===== src/rtl/des_job_sequencer.sv =====
// Host-side job sequencer for the iterative DES core: key register, block
// issue, bounded wait with error retry and timeout, and result hand-back.
module des_job_sequencer #(
  parameter int unsigned TIMEOUT_CYCLES = 32,
  parameter int unsigned MAX_RETRY      = 2
) (
  input  logic        clk,
  input  logic        rst,
  input  logic        key_load,
  input  logic [63:0] key_in,
  output logic        key_ack,
  input  logic        in_valid,
  output logic        in_ready,
  input  logic [63:0] in_data,
  input  logic        in_decrypt,
  output logic        out_valid,
  input  logic        out_ready,
  output logic [63:0] out_data,
  output logic        out_err,
  output logic        busy,
  output logic        core_start,
  output logic        core_key_ready,
  output logic        core_data_ready,
  output logic [63:0] core_key,
  output logic [63:0] core_data,
  output logic        core_decrypt,
  input  logic        core_done,
  input  logic        core_error,
  input  logic [63:0] core_result
);

  localparam logic [2:0] S_IDLE    = 3'd0;
  localparam logic [2:0] S_ISSUE   = 3'd1;
  localparam logic [2:0] S_WAIT    = 3'd2;
  localparam logic [2:0] S_RECOVER = 3'd3;
  localparam logic [2:0] S_HOLD    = 3'd4;

  localparam logic [7:0] TMO_LAST  = 8'(TIMEOUT_CYCLES - 1);
  localparam logic [1:0] RETRY_MAX = 2'(MAX_RETRY);

  logic [2:0]  state_q, state_d;
  logic [63:0] key_q, key_d;
  logic        key_valid_q, key_valid_d;
  logic        key_ack_q, key_ack_d;
  logic [63:0] data_q, data_d;
  logic        dec_q, dec_d;
  logic [1:0]  retry_q, retry_d;
  logic [7:0]  timer_q, timer_d;
  logic [63:0] res_q, res_d;
  logic        err_q, err_d;

  assign in_ready        = (state_q == S_IDLE) && key_valid_q;
  assign out_valid       = (state_q == S_HOLD);
  assign busy            = (state_q != S_IDLE);
  assign core_start      = (state_q == S_ISSUE) ||
                           (state_q == S_RECOVER);
  assign core_data_ready = core_start;
  assign core_key_ready  = key_valid_q;
  assign core_key        = key_q;
  assign core_data       = data_q;
  assign core_decrypt    = dec_q;
  assign key_ack         = key_ack_q;
  assign out_data        = res_q;
  assign out_err         = err_q;

  always_comb begin
    state_d     = state_q;
    key_d       = key_q;
    key_valid_d = key_valid_q;
    key_ack_d   = 1'b0;
    data_d      = data_q;
    dec_d       = dec_q;
    retry_d     = retry_q;
    timer_d     = timer_q;
    res_d       = res_q;
    err_d       = err_q;

    // A key written alongside an accept is the one the job runs with
    if (key_load &&
        (state_q == S_IDLE || state_q == S_HOLD)) begin
      key_d       = key_in;
      key_valid_d = 1'b1;
      key_ack_d   = 1'b1;
    end

    case (state_q)
      S_IDLE: begin
        if (in_valid && in_ready) begin
          data_d  = in_data;
          dec_d   = in_decrypt;
          retry_d = 2'd0;
          state_d = S_ISSUE;
        end
      end
      S_ISSUE: begin
        timer_d = 8'd0;
        state_d = S_WAIT;
      end
      S_WAIT: begin
        timer_d = timer_q + 8'd1;
        if (core_done) begin
          res_d   = core_result;
          err_d   = 1'b0;
          state_d = S_HOLD;
        end else if (core_error && retry_q < RETRY_MAX) begin
          retry_d = retry_q + 2'd1;
          state_d = S_RECOVER;
        end else if (core_error || timer_q == TMO_LAST) begin
          res_d   = 64'd0;
          err_d   = 1'b1;
          state_d = S_HOLD;
        end
      end
      S_RECOVER: begin
        state_d = S_ISSUE;
      end
      S_HOLD: begin
        if (out_ready) state_d = S_IDLE;
      end
      default: begin
        state_d = S_IDLE;
      end
    endcase
  end

  always_ff @(posedge clk or posedge rst) begin
    if (rst) begin
      state_q     <= S_IDLE;
      key_q       <= 64'd0;
      key_valid_q <= 1'b0;
      key_ack_q   <= 1'b0;
      data_q      <= 64'd0;
      dec_q       <= 1'b0;
      retry_q     <= 2'd0;
      timer_q     <= 8'd0;
      res_q       <= 64'd0;
      err_q       <= 1'b0;
    end else begin
      state_q     <= state_d;
      key_q       <= key_d;
      key_valid_q <= key_valid_d;
      key_ack_q   <= key_ack_d;
      data_q      <= data_d;
      dec_q       <= dec_d;
      retry_q     <= retry_d;
      timer_q     <= timer_d;
      res_q       <= res_d;
      err_q       <= err_d;
    end
  end

endmodule


===== config.mk =====
export PLATFORM = sky130hd
export DESIGN_NAME = des_job_sequencer
export DESIGN_NICKNAME = d
export VERILOG_FILES = /design/src/rtl/des_job_sequencer.sv
export SDC_FILE = /design/constraint.sdc
export NUM_CORES = 1
export LEC_CHECK = 0
export ABC_CLOCK_PERIOD_IN_PS = 9880
export CAP_MARGIN = 40
export CORE_MARGIN = 8
export CORE_UTILIZATION = 40
export DETAILED_ROUTE_END_ITERATION = 8
export HOLD_SLACK_MARGIN = 0.03
export PLACE_DENSITY = 0.86
export SYNTH_ARGS = -nofsm -noshare
export SYNTH_HDL_FRONTEND = slang
export SYNTH_SLANG_ARGS = --single-unit

===== constraint.sdc =====
create_clock -name clk -period 9.88 [get_ports clk]
set_input_delay 1.976 -clock clk [delete_from_list [all_inputs] [get_ports clk]]
set_output_delay 1.976 -clock clk [all_outputs]
set_load 0.01 [all_outputs]

==> impl_metrics.env <==
export IMPL_drtIter0Drc=438
export IMPL_yosys_area_top_type="dfrtp_1"
export IMPL_finalWirelength_mm=28.09
export IMPL_insertion_delay_ns=0.51
export IMPL_status="complete, no violations"
export IMPL_p_leak_nw=5.542
export IMPL_fin_ws_ns=5.511
export IMPL_cpPeakStageDelay_ns=0.70
export IMPL_fmax_mhz=228.9
export IMPL_tightest_slew_ns=0.8374
export IMPL_path_max_fanout=14
export IMPL_cts_hold_buf=0
export IMPL_holdCritPathClass="register to register"
export IMPL_grt_pass1_vias=7334
export IMPL_required_ns=7.90
export IMPL_cts_root_buf="clkbuf_16"
export IMPL_ys_warn_count=0
export IMPL_setup_viol=0
export IMPL_synth_cell_types=40
export IMPL_synth_seq_area_share_pct=60.86
export IMPL_fin_tns_setup_ns=0
export IMPL_num_vias=6794
export IMPL_core_um2=21090
export IMPL_layout_drive_gt1_share_pct=18.49
export IMPL_nets=1232
export IMPL_start_util_pct=40.75
export IMPL_wl_per_cell_um=21.22
export IMPL_fin_crit_ns=4.369
export IMPL_cts_tree="yes"
export IMPL_ir_drop_uv=216.7
export IMPL_cts_buffer_depth=3
export IMPL_num_rows=53
export IMPL_grt_antenna_before_repair=1
export IMPL_critical_path_buf_inv_count=2
export IMPL_place_gp_congestion=0.7910
export IMPL_start_kind="register"
export IMPL_min_delay_start="retry_q[0]"
export IMPL_hold_viol=0
export IMPL_clkSinkCount=209
export IMPL_syn2layout_area_growth_pct=59.17
export IMPL_ioPinCount=401
export IMPL_cts_resized=0
export IMPL_hold_ws_ns=0.4915
export IMPL_synth_top_area_share_pct=60.86
export IMPL_startpoint="state_q[2]"
export IMPL_path_clk_slew_ns=0.06
export IMPL_rsz0062_at_grt="no"
export IMPL_portBuffers=400
export IMPL_max_cap_viol_count=0
export IMPL_vias_per_cell=5.131
export IMPL_cp_arrival_ns=2.39
export IMPL_die_h_um=162.6
export IMPL_grt_overflow_total=0
export IMPL_maxSlewHeadroom_pct=44.17
export IMPL_placed_area_um2=12790
export IMPL_ant_nets=0
export IMPL_critical_path_top_delay_family="simple AND/OR/NAND/NOR gates"
export IMPL_ys_seq_elements=209
export IMPL_syn_area_um2=8593
export IMPL_timing_rr_start="state_q[2]"
export IMPL_fp_dieW_um=162.6
export IMPL_drc=0
export IMPL_fin_area_um2=13680
export IMPL_grt_max_degree=119
export IMPL_antennaDiodeCount=0
export IMPL_post_place_ws_ns=5.621
export IMPL_die_area_um2=26430
export IMPL_grt_use_total_pct=20.32
export IMPL_power_density_nw_per_um2=331.8
export IMPL_syn_inst=644
export IMPL_cp_end_kind="primary output"
export IMPL_dr_pass1_iters=5
export IMPL_synthTopCellsByArea="dfrtp_1 (61%), mux2_2 (17%), a22oi_1 (5.6%), nand2b_1 (4.7%), o21ai_0 (3.3%)"
export IMPL_crit_type="register to primary output"
export IMPL_grt_first_pass_wirelength_mm=42.41
export IMPL_final_common_cell="clkdlybuf4s50_1"
export IMPL_cts_buffers_inserted=24
export IMPL_layout_common_cells="clkdlybuf4s50_1 (399), dfrtp_1 (209), mux2_2 (129)"
export IMPL_cts_setup_buffers=0
export IMPL_htree_levels=1
export IMPL_maxSlewViolCount=0
export IMPL_avgSynthCellArea_um2=13.34
export IMPL_period_share_pct=44.22
export IMPL_dp_hpwl_mm=20.22
export IMPL_syn_nets=845
export IMPL_crit_chain="or4b_2 -> inv_1 -> clkdlybuf4s50_1"
export IMPL_skew_ns=0.006952
export IMPL_worst_path_max_delay_cell="or4b_2"
[synth_stat cells, drive strengths merged]
library cell / number
a211oi: 1
a21oi: 3
a22o: 4
a22oi: 64
a32o: 1
and2: 2
buf: 34
clkbuf: 13
dfrtp: 209
ha: 1
inv: 8
mux2: 129
mux2i: 2
nand2: 5
nand2b: 64
nand3: 4
nand4: 1
nand4bb: 1
nor2: 2
nor2b: 1
nor3: 1
nor3b: 2
nor4: 2
nor4bb: 1
o211ai: 3
o21a: 1
o21ai: 71
o221ai: 1
o31ai: 1
or2: 2
or3: 1
or3b: 3
or4: 2
or4b: 1
xnor2: 3
[cell families (layout without fill, tap and decap cells)]
family / count (synthesis) / after routing / share of synthesized area [%]
xor gates and xnor gates: 3 / 3 / 0.3058
adders and majority gates: 1 / 1 / 0.1456
AOI/OAI and AO/OA: 150 / 150 / 11.05
and+or+nand+nor: 95 / 95 / 7.047
buffers and inverters: 55 / 460 / 3.451
DFF: 209 / 209 / 60.86
muxes: 131 / 131 / 17.14
[worst paths after layout]
check                                      to  slack [ns]  cells past startpoint
worst max-delay path                 in_ready        5.51                      3
worst min-delay path               retry_q[0]        0.49                      1
worst max register to register     timer_q[5]        7.52                      4
worst min register to register     retry_q[0]        0.49                      1
max in group asynchronous         core_key[2]        7.02                      3
min in group asynchronous       core_data[37]        1.82                      2
[worst reg2reg max path: cells and delay by family (launching register included)]
kind | cells | cell delay, ns
buffers and inverters | 1 | 0.38
DFF | 1 | 0.55
AOI/OAI and AO/OA | 1 | 0.10
and+or+nand+nor | 2 | 1.25
[registers in the layout (all words and copies together), names as in the netlist]
signal	cells
core_key	64
core_data	64
out_err	1
timer_q	8
core_decrypt	1
state_q	3
key_ack	1
core_key_ready	1
out_data	64
retry_q	2
[routing by layer]
metal / routed length (µm) / share of wire, % / global-route usage, %
met4: 848 / 3.0 / 6.672
met1: 9930 / 35 / 21.92
met3: 3195 / 11 / 9.075
met5: 10 / 0.036 / 0
met2: 14110 / 50 / 35.08
[where the power goes]
part,internal (mW),switching [mW]
combinational,1.20,0.808
clock,0.622,0.358
sequential,1.27,0.282
[final cells by class]
class,instances,area (µm²)
clock buffer,30,684.4
clock inverter,14,203.9
fill,1533,7410
inverter,8,37.54
multi-input combinational,380,3099
sequential,209,5230
tap,275,344.1
timing repair buffer,408,4079
[stage by stage]
step           util (%)  total power [mW]  instances
2_1_floorplan         -             2.432        644
3_3_place_gp      60.52             3.520       1279
3_5_place_dp      60.65             3.582       1280
4_1_cts           64.86             4.598       1324
5_1_grt           64.86             4.795       1324
6_report          64.86             4.538       1324
No activity file was read; power rests on OpenSTA's default activity.
==> variant (same flow settings) <==
Take the reset off `key_q`, `data_q` and `res_q` and load them in a clocked block of their own.
--- a/src/rtl/des_job_sequencer.sv
+++ b/src/rtl/des_job_sequencer.sv
@@ -128,6 +128,4 @@
       state_q     <= S_IDLE;
-      key_q       <= 64'd0;
       key_valid_q <= 1'b0;
       key_ack_q   <= 1'b0;
-      data_q      <= 64'd0;
       dec_q       <= 1'b0;
@@ -135,3 +133,2 @@
       timer_q     <= 8'd0;
-      res_q       <= 64'd0;
       err_q       <= 1'b0;
@@ -139,6 +136,4 @@
       state_q     <= state_d;
-      key_q       <= key_d;
       key_valid_q <= key_valid_d;
       key_ack_q   <= key_ack_d;
-      data_q      <= data_d;
       dec_q       <= dec_d;
@@ -146,3 +141,2 @@
       timer_q     <= timer_d;
-      res_q       <= res_d;
       err_q       <= err_d;
@@ -151,2 +145,8 @@
 
+  always_ff @(posedge clk) begin
+    key_q  <= key_d;
+    data_q <= data_d;
+    res_q  <= res_d;
+  end
+
 endmodule
Check against the original RTL: not equivalent (a bounded check fails within 4 cycles, from zero or initial values and one cycle with rst high).
==> variant against the unedited design <==
- sequential cell count stayed put
- worst setup slack better by 0.24 ns
- cell area shrank 11%
- routed wire length shrank 14%
- sequential share of layout area increased by 13 points
- register-to-register slack got worse by 0.16 ns
- first-iteration DRC count decreased by 42%
- via count decreased by 29%
- cell count fell by 22%
- synthesized cell count shrank 43%
- synthesized area down 17%
- global-route usage grew 0.11 points
Power is not compared: it rests on default switching activity, and its combinational part moved more than twofold at a synthesized area within 25%.
==> variant: results (changes against the unedited design) <==
reg2reg_slack_ns: 7.36  # -0.16 ns
dpl_cell_area_um2: 11410  # -11%
slowest_stage: "dfrtp_1"
hold_end: "timer_q[7]$_DFFE_PP0P_"
synth-seq-area-share: 0.8669  # +0.2582
r2r_start: "state_q[0]$_DFFE_PP0P_"
use_met2: 0.3730  # +0.02222
async_flop_share: 0.08134  # -0.9187
netlist_top_cells_area: "edfxtp_1, dfrtp_1, and2_1"
fin_skew_ns: 0.01836  # +0.01141 ns
synthDistinctLibCells: 44  # +10%
track_usage: 0.2043  # +0.001147
drive_above_1_share: 0.05660  # -0.1283
timing.rr.end: "core_decrypt$_DFFE_PP0P_"
clk_latency_ns: 0.50
whs_ns: 0.4930  # +0.001482 ns
muxShareOfSynthArea: 0.004380  # -0.1670
syn_avg_cell_area_um2: 19.62  # +47%
ys.flop_type: "edfxtp_1"
synth_xor_area_frac: 0  # -0.003058
gp_congestion: 0.9015  # +14%
dp.cells: 984  # -23%
cts_buffers: 23  # -4.2%
rr_worst_depth: 5  # +1
route.met2.wl_mm: 13.03  # -7.7%
dp_slack_ns: 5.630  # +0.009480 ns
synth_common_cells: "edfxtp_1, and2_1, dfrtp_1, clkbuf_1, o21ai_0"
grt_pass1_wl_mm: 33.45  # -21%
top_layer_used: "met4"
slowest_delay_ns: 0.59  # -0.11 ns
min_from: "timer_q[7]$_DFFE_PP0P_"
tightest_slew_ns: 0.8434  # +0.005975 ns
combPwrFrac: 0.243
grt_pass1_vias: 5102  # -30%
grt_max_degree: 69  # -42%
wl_met1_mm: 7.816  # -21%
use_met1: 0.2025  # -0.01674
grt_use_met3: 0.07862  # -0.01213
hp-class: "reg2reg"
routed_wl_mm: 24.29  # -14%
met3_length_mm: 2.772  # -13%
first_iter_violations: 252  # -42%
dr.pass1.iters: 4  # -1
hpwl_mm: 19.02  # -6.0%
status: "complete, no violations"
synth_edf_count: 192  # +192
vias: 4820  # -29%
path_delay_family: "buffers and inverters"
crit_fanout: 20  # +6
synth-compound-area-share: 0.02645  # -0.08406
synth_fa_ha_area_frac: 0.001752  # +0.0002959
syn-num-nets: 565  # -33%
antenna_found_initial: 5  # +4
instances_no_fill: 1030  # -22%
worstHoldPathCells: 1  # unchanged
## variant: worst max path at each step
| stage | start | to | slack [ns] |
|---|---|---|---|
| 2_1_floorplan | core_error | out_data[0]$_SDFFCE_PN0P_ | 4.29 |
| 3_3_place_gp | core_done | out_data[27]$_SDFFCE_PN0P_ | 5.70 |
| 3_5_place_dp | core_done | out_data[38]$_SDFFCE_PN0P_ | 5.63 |
| 4_1_cts | state_q[0]$_DFFE_PP0P_ | core_start | 5.72 |
| 5_1_grt | state_q[0]$_DFFE_PP0P_ | out_valid | 5.62 |
| 6_report | state_q[0]$_DFFE_PP0P_ | out_valid | 5.75 |
## variant: layout make-up
cell class	instances	area [um^2]
fillers	1169	5600
inverters	7	26.28
well taps	229	286.5
multi-input cells	135	872.1
clock buffers	25	583.1
repair buffers	404	4034
clock inverters	15	110.1
diodes	6	15.01
flip-flops and latches	209	6191
